**config.mk**
```make
export PLATFORM = sky130hd
export DESIGN_NAME = gelato_split_table_flat
export DESIGN_NICKNAME = d
export VERILOG_FILES = /design/src/rtl/gelato_split_table_if.sv /design/src/rtl/gelato_split_table.sv /design/src/flat_wrapper.sv
export SDC_FILE = /design/constraint.sdc
export NUM_CORES = 2
export LEC_CHECK = 0
export CORE_ASPECT_RATIO = 1.75
export CORE_MARGIN = 2
export CORE_UTILIZATION = 51
export DETAILED_ROUTE_END_ITERATION = 8
export PLACE_DENSITY = 0.75
export SLEW_MARGIN = 30
export SYNTH_ARGS = -nofsm -noshare
export SYNTH_HDL_FRONTEND = slang
export SYNTH_SLANG_ARGS = --single-unit
```
**constraint.sdc**
```tcl
create_clock -name clk -period 11.4 [get_ports clk]
set_input_delay 2.28 -clock clk [delete_from_list [all_inputs] [get_ports clk]]
set_output_delay 2.28 -clock clk [all_outputs]
set_load 0.005 [all_outputs]
```
**src/rtl/gelato_split_table_if.sv**
```systemverilog
// I-Decode <-> split table request/response bus.
// Request side is handshaked; the response side carries a consumer stall.
interface gelato_split_table_if #(
    parameter int NUM_WARPS   = 4,
    parameter int NUM_THREADS = 32,
    parameter int ADDR_WIDTH  = 32
);
    localparam int WW = (NUM_WARPS > 1) ? $clog2(NUM_WARPS) : 1;

    logic                   req_valid;
    logic                   req_ready;
    logic [1:0]             req_op;
    logic [WW-1:0]          req_warp_num;
    logic [NUM_THREADS-1:0] req_taken_mask;
    logic [ADDR_WIDTH-1:0]  req_taken_pc;
    logic [ADDR_WIDTH-1:0]  req_fallthru_pc;
    logic [ADDR_WIDTH-1:0]  req_rpc;
    logic                   rsp_valid;
    logic [WW-1:0]          rsp_warp_num;
    logic [ADDR_WIDTH-1:0]  rsp_pc;
    logic [NUM_THREADS-1:0] rsp_thread_mask;
    logic                   rsp_error;
    logic                   stall;

    modport master (
        output req_valid, req_op, req_warp_num, req_taken_mask, req_taken_pc,
               req_fallthru_pc, req_rpc, stall,
        input  req_ready, rsp_valid, rsp_warp_num, rsp_pc, rsp_thread_mask, rsp_error
    );

    modport slave (
        input  req_valid, req_op, req_warp_num, req_taken_mask, req_taken_pc,
               req_fallthru_pc, req_rpc, stall,
        output req_ready, rsp_valid, rsp_warp_num, rsp_pc, rsp_thread_mask, rsp_error
    );
endinterface

```
**src/rtl/gelato_split_table.sv**
```systemverilog
// Per-warp SIMT divergence stack: SPLIT pushes {rpc, ft, taken}, JOIN pops to the next path.
// Optional macro GELATO_SPLIT_TABLE_PERF_EN adds divergence count and peak depth outputs.

module gelato_split_table_warp #(
    parameter int NUM_THREADS = 32,
    parameter int DEPTH       = 8,
    parameter int ADDR_WIDTH  = 32
) (
    input  logic                       clk,
    input  logic                       rst,
    input  logic                       push,
    input  logic                       pop,
    input  logic [ADDR_WIDTH-1:0]      push_pc,
    input  logic [NUM_THREADS-1:0]     push_mask,
    input  logic                       push_rc,
    output logic [$clog2(DEPTH+1)-1:0] sp,
    output logic [NUM_THREADS-1:0]     am,
    output logic [ADDR_WIDTH-1:0]      tos_pc,
    output logic [NUM_THREADS-1:0]     tos_mask,
    output logic [ADDR_WIDTH-1:0]      nos_pc,
    output logic [NUM_THREADS-1:0]     nos_mask,
    output logic                       nos_rc
);
    localparam int SPW = $clog2(DEPTH + 1);
    localparam int IW  = $clog2(DEPTH);

    logic [ADDR_WIDTH-1:0]  pc_mem   [DEPTH];
    logic [NUM_THREADS-1:0] mask_mem [DEPTH];
    logic                   rc_mem   [DEPTH];
    logic [SPW-1:0]         tos_idx, nos_idx;

    assign tos_idx = sp - SPW'(1);
    assign nos_idx = sp - SPW'(2);

    // Push and pop are never requested together; the caller's error paths keep sp in range.
    always_ff @(posedge clk) begin
        if (rst)       sp <= '0;
        else if (push) sp <= sp + SPW'(1);
        else if (pop)  sp <= sp - SPW'(1);
    end

    always_ff @(posedge clk) begin
        if (push) begin
            pc_mem[sp[IW-1:0]]   <= push_pc;
            mask_mem[sp[IW-1:0]] <= push_mask;
            rc_mem[sp[IW-1:0]]   <= push_rc;
        end
    end

    assign tos_pc   = pc_mem[tos_idx[IW-1:0]];
    assign tos_mask = mask_mem[tos_idx[IW-1:0]];
    assign nos_pc   = pc_mem[nos_idx[IW-1:0]];
    assign nos_mask = mask_mem[nos_idx[IW-1:0]];
    assign nos_rc   = rc_mem[nos_idx[IW-1:0]];
    assign am       = (sp != '0) ? tos_mask : '1;
endmodule

module gelato_split_table #(
    parameter int NUM_WARPS   = 4,
    parameter int NUM_THREADS = 32,
    parameter int DEPTH       = 8,
    parameter int ADDR_WIDTH  = 32
) (
    input  logic                   clk,
    input  logic                   rst,
    gelato_split_table_if.slave    bus,
    input  logic [((NUM_WARPS > 1) ? $clog2(NUM_WARPS) : 1)-1:0] q_warp_num,
    output logic [NUM_THREADS-1:0] q_thread_mask
`ifdef GELATO_SPLIT_TABLE_PERF_EN
    ,
    output logic [31:0]                  perf_diverge_cnt,
    output logic [$clog2(DEPTH+1)-1:0]   perf_peak_depth
`endif
);
    localparam int WW  = (NUM_WARPS > 1) ? $clog2(NUM_WARPS) : 1;
    localparam int SPW = $clog2(DEPTH + 1);

    localparam logic [2:0] S_IDLE    = 3'd0;
    localparam logic [2:0] S_PUSH_FT = 3'd1;
    localparam logic [2:0] S_PUSH_TK = 3'd2;
    localparam logic [2:0] S_POP_RC  = 3'd3;
    localparam logic [2:0] S_RESP    = 3'd4;

    localparam logic [1:0] OP_SPLIT = 2'b01;
    localparam logic [1:0] OP_JOIN  = 2'b10;

    logic [2:0]             state;
    logic [WW-1:0]          cur_warp;
    logic [NUM_THREADS-1:0] t_l, am_l;
    logic [ADDR_WIDTH-1:0]  tk_l, ft_l;

    logic                   rsp_valid_q, rsp_error_q;
    logic [WW-1:0]          rsp_warp_q;
    logic [ADDR_WIDTH-1:0]  rsp_pc_q;
    logic [NUM_THREADS-1:0] rsp_mask_q;

    logic [NUM_WARPS-1:0]                  w_push, w_pop, w_nos_rc;
    logic [NUM_WARPS-1:0][SPW-1:0]         w_sp;
    logic [NUM_WARPS-1:0][NUM_THREADS-1:0] w_am, w_tos_mask, w_nos_mask;
    logic [NUM_WARPS-1:0][ADDR_WIDTH-1:0]  w_tos_pc, w_nos_pc;

    logic                   push_en, pop_en, push_rc;
    logic [WW-1:0]          op_warp;
    logic [ADDR_WIDTH-1:0]  push_pc;
    logic [NUM_THREADS-1:0] push_mask;

    logic                   accept, is_split, is_join, uniform, ovf, div_go;
    logic [SPW-1:0]         acc_sp;
    logic [NUM_THREADS-1:0] acc_am, acc_t;

    for (genvar g = 0; g < NUM_WARPS; g++) begin : g_warp
        gelato_split_table_warp #(
            .NUM_THREADS (NUM_THREADS),
            .DEPTH       (DEPTH),
            .ADDR_WIDTH  (ADDR_WIDTH)
        ) u_warp (
            .clk       (clk),
            .rst       (rst),
            .push      (w_push[g]),
            .pop       (w_pop[g]),
            .push_pc   (push_pc),
            .push_mask (push_mask),
            .push_rc   (push_rc),
            .sp        (w_sp[g]),
            .am        (w_am[g]),
            .tos_pc    (w_tos_pc[g]),
            .tos_mask  (w_tos_mask[g]),
            .nos_pc    (w_nos_pc[g]),
            .nos_mask  (w_nos_mask[g]),
            .nos_rc    (w_nos_rc[g])
        );
    end

    assign bus.req_ready = !rst && (state == S_IDLE) && !(rsp_valid_q && bus.stall);
    assign accept        = bus.req_valid && bus.req_ready;
    assign is_split      = (bus.req_op == OP_SPLIT);
    assign is_join       = (bus.req_op == OP_JOIN);

    assign acc_sp  = w_sp[bus.req_warp_num];
    assign acc_am  = w_am[bus.req_warp_num];
    assign acc_t   = bus.req_taken_mask & acc_am;
    assign uniform = (acc_t == '0) || (acc_t == acc_am);
    // A divergent split needs three free slots: rc, fall-through and taken.
    assign ovf     = (acc_sp > SPW'(DEPTH - 3));
    assign div_go  = accept && is_split && !uniform && !ovf;

    always_comb begin
        push_en   = 1'b0;
        pop_en    = 1'b0;
        push_rc   = 1'b0;
        push_pc   = '0;
        push_mask = '0;
        op_warp   = cur_warp;
        case (state)
            S_IDLE: begin
                op_warp = bus.req_warp_num;
                if (div_go) begin
                    push_en   = 1'b1;
                    push_pc   = bus.req_rpc;
                    push_mask = acc_am;
                    push_rc   = 1'b1;
                end
                if (accept && is_join && acc_sp != '0) pop_en = 1'b1;
            end
            S_PUSH_FT: begin
                push_en   = 1'b1;
                push_pc   = ft_l;
                push_mask = am_l & ~t_l;
            end
            S_PUSH_TK: begin
                push_en   = 1'b1;
                push_pc   = tk_l;
                push_mask = t_l;
            end
            S_POP_RC: pop_en = 1'b1;
            default: ;
        endcase
    end

    always_comb begin
        w_push          = '0;
        w_pop           = '0;
        w_push[op_warp] = push_en;
        w_pop[op_warp]  = pop_en;
    end

    always_ff @(posedge clk) begin
        if (rst) begin
            state       <= S_IDLE;
            cur_warp    <= '0;
            t_l         <= '0;
            am_l        <= '0;
            tk_l        <= '0;
            ft_l        <= '0;
            rsp_valid_q <= 1'b0;
            rsp_error_q <= 1'b0;
            rsp_warp_q  <= '0;
            rsp_pc_q    <= '0;
            rsp_mask_q  <= '0;
        end else begin
            case (state)
                S_IDLE: if (accept && (is_split || is_join)) begin
                    cur_warp   <= bus.req_warp_num;
                    t_l        <= acc_t;
                    am_l       <= acc_am;
                    tk_l       <= bus.req_taken_pc;
                    ft_l       <= bus.req_fallthru_pc;
                    rsp_warp_q <= bus.req_warp_num;
                    if (is_split) begin
                        if (div_go) state <= S_PUSH_FT;
                        else begin
                            state       <= S_RESP;
                            rsp_valid_q <= 1'b1;
                            rsp_error_q <= !uniform;
                            rsp_mask_q  <= acc_am;
                            rsp_pc_q    <= (uniform && acc_t == acc_am) ? bus.req_taken_pc
                                                                        : bus.req_fallthru_pc;
                        end
                    end else if (acc_sp >= SPW'(2) && w_nos_rc[bus.req_warp_num]) begin
                        state <= S_POP_RC;
                    end else begin
                        // Popping the last entry (or an empty stack) falls back to fallthru/all-ones.
                        state       <= S_RESP;
                        rsp_valid_q <= 1'b1;
                        rsp_error_q <= (acc_sp == '0);
                        rsp_pc_q    <= (acc_sp >= SPW'(2)) ? w_nos_pc[bus.req_warp_num]
                                                           : bus.req_fallthru_pc;
                        rsp_mask_q  <= (acc_sp >= SPW'(2)) ? w_nos_mask[bus.req_warp_num] : '1;
                    end
                end
                S_PUSH_FT: state <= S_PUSH_TK;
                S_PUSH_TK: begin
                    state       <= S_RESP;
                    rsp_valid_q <= 1'b1;
                    rsp_error_q <= 1'b0;
                    rsp_pc_q    <= tk_l;
                    rsp_mask_q  <= t_l;
                end
                S_POP_RC: begin
                    state       <= S_RESP;
                    rsp_valid_q <= 1'b1;
                    rsp_error_q <= 1'b0;
                    rsp_pc_q    <= w_tos_pc[cur_warp];
                    rsp_mask_q  <= w_tos_mask[cur_warp];
                end
                S_RESP: if (!bus.stall) begin
                    state       <= S_IDLE;
                    rsp_valid_q <= 1'b0;
                end
                default: state <= S_IDLE;
            endcase
        end
    end

    assign bus.rsp_valid       = rsp_valid_q;
    assign bus.rsp_error       = rsp_error_q;
    assign bus.rsp_warp_num    = rsp_warp_q;
    assign bus.rsp_pc          = rsp_pc_q;
    assign bus.rsp_thread_mask = rsp_mask_q;
    assign q_thread_mask       = w_am[q_warp_num];

`ifdef GELATO_SPLIT_TABLE_PERF_EN
    logic [SPW-1:0] max_sp;

    always_comb begin
        max_sp = '0;
        for (int i = 0; i < NUM_WARPS; i++)
            if (w_sp[i] > max_sp) max_sp = w_sp[i];
    end

    always_ff @(posedge clk) begin
        if (rst) begin
            perf_diverge_cnt <= '0;
            perf_peak_depth  <= '0;
        end else begin
            if (div_go && perf_diverge_cnt != '1) perf_diverge_cnt <= perf_diverge_cnt + 32'd1;
            if (max_sp > perf_peak_depth)         perf_peak_depth  <= max_sp;
        end
    end
`endif
endmodule

```
**src/flat_wrapper.sv**
```systemverilog
// flat-port wrapper written by rule: the top's interface ports become plain ports
module gelato_split_table_flat 
#(
    parameter int NUM_WARPS   = 4,
    parameter int NUM_THREADS = 32,
    parameter int DEPTH       = 8,
    parameter int ADDR_WIDTH  = 32
)
  (clk, rst, q_warp_num, q_thread_mask, bus_req_valid, bus_req_op, bus_req_warp_num, bus_req_taken_mask, bus_req_taken_pc, bus_req_fallthru_pc, bus_req_rpc, bus_stall, bus_req_ready, bus_rsp_valid, bus_rsp_warp_num, bus_rsp_pc, bus_rsp_thread_mask, bus_rsp_error);
  gelato_split_table_if #(.NUM_WARPS(NUM_WARPS), .NUM_THREADS(NUM_THREADS), .ADDR_WIDTH(ADDR_WIDTH)) bus_i ();
  input  logic clk;
  input  logic rst;
  input  logic [((NUM_WARPS > 1) ? $clog2(NUM_WARPS) : 1)-1:0] q_warp_num;
  output logic [NUM_THREADS-1:0] q_thread_mask;
  input wire logic [$bits(bus_i.req_valid)-1:0] bus_req_valid;
  input wire logic [$bits(bus_i.req_op)-1:0] bus_req_op;
  input wire logic [$bits(bus_i.req_warp_num)-1:0] bus_req_warp_num;
  input wire logic [$bits(bus_i.req_taken_mask)-1:0] bus_req_taken_mask;
  input wire logic [$bits(bus_i.req_taken_pc)-1:0] bus_req_taken_pc;
  input wire logic [$bits(bus_i.req_fallthru_pc)-1:0] bus_req_fallthru_pc;
  input wire logic [$bits(bus_i.req_rpc)-1:0] bus_req_rpc;
  input wire logic [$bits(bus_i.stall)-1:0] bus_stall;
  output wire logic [$bits(bus_i.req_ready)-1:0] bus_req_ready;
  output wire logic [$bits(bus_i.rsp_valid)-1:0] bus_rsp_valid;
  output wire logic [$bits(bus_i.rsp_warp_num)-1:0] bus_rsp_warp_num;
  output wire logic [$bits(bus_i.rsp_pc)-1:0] bus_rsp_pc;
  output wire logic [$bits(bus_i.rsp_thread_mask)-1:0] bus_rsp_thread_mask;
  output wire logic [$bits(bus_i.rsp_error)-1:0] bus_rsp_error;
  assign bus_i.req_valid = bus_req_valid;
  assign bus_i.req_op = bus_req_op;
  assign bus_i.req_warp_num = bus_req_warp_num;
  assign bus_i.req_taken_mask = bus_req_taken_mask;
  assign bus_i.req_taken_pc = bus_req_taken_pc;
  assign bus_i.req_fallthru_pc = bus_req_fallthru_pc;
  assign bus_i.req_rpc = bus_req_rpc;
  assign bus_i.stall = bus_stall;
  assign bus_req_ready = bus_i.req_ready;
  assign bus_rsp_valid = bus_i.rsp_valid;
  assign bus_rsp_warp_num = bus_i.rsp_warp_num;
  assign bus_rsp_pc = bus_i.rsp_pc;
  assign bus_rsp_thread_mask = bus_i.rsp_thread_mask;
  assign bus_rsp_error = bus_i.rsp_error;
  gelato_split_table #(.NUM_WARPS(NUM_WARPS), .NUM_THREADS(NUM_THREADS), .DEPTH(DEPTH), .ADDR_WIDTH(ADDR_WIDTH)) u_core (.clk(clk), .rst(rst), .bus(bus_i), .q_warp_num(q_warp_num), .q_thread_mask(q_thread_mask));
endmodule
```
==> run metrics <==
status complete, no violations; critical path peak fanout 45; vias in the first global route 69,846; port bufs 238; worst min path class reg2reg; Mapped Nets 6,520; PostCTS Resize Cnt 0; CTS Buf Count 202; drt drc 0; vias per cell 7.45; TNS Setup 0 ns; share of layout cells above drive strength 1 29.5%; Clock Sinks 2,295; worst skew pair latency 0.90 ns; Worst Reg-to-Reg Cells 16; Tightest Pin Transition 1.07 ns; Tcrit/Tclk final 70.8%; Ys Warns 0; CTS tree yes; power per cell area 141 nW/µm²; f_max 0.124 GHz; post-synthesis adder-cell area fraction 0.349%; overall die height 622 µm; Fin. Hold Viols 0; multiplexer share of the synthesized area 28.9%; clock period minus final worst setup slack 8.07 ns; first-pass GRT wire length 532 mm; Worst EP arrival 8.55 ns; hold path depth 2; starting density of the core 51.3%; Synth Area in Compound Gates 4.16%; top_reg_cell synth edfxtp_1; ys async rst share 0%; drt pass-1 iters 8; leak pwr 36.8 nW; total gr overflow 0; largest area contributor in the netlist edfxtp_1; Post-CTS Hold Fix Bufs 0; Synth Area in Simple Gates 4.24%; Reg2Reg Setup Slack 3.33 ns; wire per inst 40.3 µm; worst hold slack 0.461 ns; final core occ 57.1%; RSZ-0062 raised after global routing no; Clock transition at path regs 0.07 ns; postcts setup bufs 0; Ports 239; relative slew slack 28.6%; area of the die 222,000 µm²; WP data required 11.88 ns; commonest cells in the synthesized netlist edfxtp_1 (2,080), mux4_2 (1,162), mux2i_1 (425), clkbuf_1 (349), nand2_1 (286); R2R Path End u_core.g_warp[3].u_warp.pc_mem[4][15]; DR iter-0 viols 11,353; row count 226; Critical R2R Launch u_core.g_warp[1].u_warp.sp[0]; crit end category flop; Max VDD drop 0.000123 V; Total Wirelength 381 mm; max cap viols 0; GRT Total Usage 34.2%; Post-Synth XOR/XNOR Area 0.0630%; hold path endpoint u_core.ft_l[27]; root buffer cell clkbuf_16; sequential share of the synthesized area 60.1%; Crit Path Class reg2reg; DIE WIDTH 357 µm; clock buffer depth 4; Post-synth EDFFs 2,080; main combinational cell family by area after synthesis multiplexers; P&R area growth vs syn 11.4%; mapped cell area 111,000 µm²; Post-DRT Antenna Nets 0; count leader, synth edfxtp_1; flops & latches, synth 2,295; H-tree depth 4; average size of a mapped cell 17.5 µm²; Mapped Cells 6,351; top-area cell type share of the netlist area 56.2%; Via Count 70,558; Setup Skew 0.0893 ns; CORE AREA 217,000 µm²; Synth cell types 63; endpoints failing setup 0; initial antenna violation count 26; count of pins over their slew limit 0; GPL Wtd Cong 0.977; Synth area leaders edfxtp_1 (56%), mux4_2 (24%), dfxtp_1 (3.9%); hold path start u_core.ft_l[27]; Cell Count, Final, Fillers Out 9,466; CP Launch Type flop; HPWL after detailed placement 249 mm; # nets final 6,618; largest net degree at the start of global routing 158; placed instance count 9,089
-- layout by cell type (no fill, tap or decap), types with 23 or more instances in the layout --
cell type        count
clkdlybuf4s50_1    234
nor2b_1             36
o221ai_1            32
clkinv_1            29
mux4_2            1162
a211oi_1           102
buf_4              172
nor2_1             205
o41ai_1             32
a21oi_1            234
o22ai_1             46
nor4_1              68
edfxtp_1          2080
nand2_1            259
inv_1               24
a2bb2oi_1           23
clkbuf_16          206
dfxtp_1            205
a22oi_1             50
clkinv_2            35
mux2i_1            423
nand2b_1            28
a221oi_1            46
nand2_2             27
nor3_1             274
clkbuf_1            37
o21ai_0             44
mux2_2             151
-- power breakdown --
| part | internal [mW] | leakage (nW) | switching [mW] |
|---|---|---|---|
| Clock | 3.77 | 3.14 | 3.11 |
| Combinational | 0.529 | 13.1 | 0.863 |
| Sequential | 9.15 | 20.6 | 0.0479 |
-- state kept, by name, summed over array words and instances (netlist names) --
| register | count |
|---|---|
| u_core.am_l | 32 |
| u_core.bus.rsp_error | 1 |
| u_core.bus.rsp_pc | 32 |
| u_core.bus.rsp_thread_mask | 32 |
| u_core.bus.rsp_valid | 1 |
| u_core.bus.rsp_warp_num | 2 |
| u_core.ft_l | 32 |
| u_core.g_warp.u_warp.mask_mem | 1024 |
| u_core.g_warp.u_warp.pc_mem | 1024 |
| u_core.g_warp.u_warp.rc_mem | 32 |
| u_core.g_warp.u_warp.sp | 16 |
| u_core.state | 3 |
| u_core.t_l | 32 |
| u_core.tk_l | 32 |
-- stage by stage --
step / total power [mW] / instance area, µm² / setup WS [ns]
finish: 17.5 / 124000 / 3.33
floorplan: 10.1 / 111000 / 0.959
detailed placement: 10.7 / 117000 / 2.81
global route: 17.8 / 124000 / 3.11
global placement: 10.7 / 117000 / 2.96
CTS: 17.4 / 124000 / 3.35
-- critical path, stage by stage (launching register included) --
cell	delay, ns
dfxtp_4	0.74
inv_1	0.36
ha_4	1.03
mux4_2	0.47
nor3_1	0.06
nor4_1	0.57
a221oi_1	0.20
nor2_1	0.68
nor4_2	0.15
nand3_2	0.17
buf_4	0.42
o211a_2	0.26
buf_4	0.49
nor2_4	0.22
nor3_1	0.43
and2_4	0.71
buf_4	0.57
-- worst max path at each step --
stage | startpoint | slack [ns] | to
6_report | u_core.g_warp[1].u_warp.sp[0] | 3.33 | u_core.g_warp[3].u_warp.pc_mem[4][15]
5_1_grt | u_core.g_warp[0].u_warp.sp[0] | 3.11 | u_core.g_warp[3].u_warp.pc_mem[6][18]
4_1_cts | u_core.g_warp[3].u_warp.sp[1] | 3.35 | u_core.g_warp[3].u_warp.pc_mem[3][16]
3_5_place_dp | bus_req_warp_num[0] | 2.81 | u_core.g_warp[3].u_warp.pc_mem[3][16]
3_3_place_gp | bus_req_warp_num[0] | 2.96 | u_core.g_warp[3].u_warp.pc_mem[6][15]
2_1_floorplan | bus_req_warp_num[0] | 0.96 | u_core.g_warp[2].u_warp.sp[3]
-- cell type report --
cell class | count | area [µm²]
inverters | 29 | 126
repair buffers | 440 | 4270
multi-input cells | 3481 | 42500
fillers | 16051 | 92800
well taps | 2850 | 3570
diodes | 14 | 35.0
flip-flops and latches | 2295 | 66800
clock buffers | 256 | 5460
clock inverters | 101 | 960
-- cell families after synthesis --
| group | after synthesis |
|---|---|
| AO/OA/AOI/OAI | 702 |
| AND/OR/NAND/NOR | 1000 |
| multiplexers | 1740 |
| XOR/XNOR | 8 |
| flip-flops | 2295 |
| adder cells (fa/ha/maj) | 31 |
| buffers and inverters | 575 |
-- metal layers --
layer  wire length (µm)  up-vias  GRT usage [%]
met2             180000     5966           54.0
li1                   -    26899              -
met3              49300     1555           10.4
met1             117000    36120           39.8
met4              34800       18           24.4
met5                150        -          0.154
Note: power is estimated with default switching activity, not from simulation.
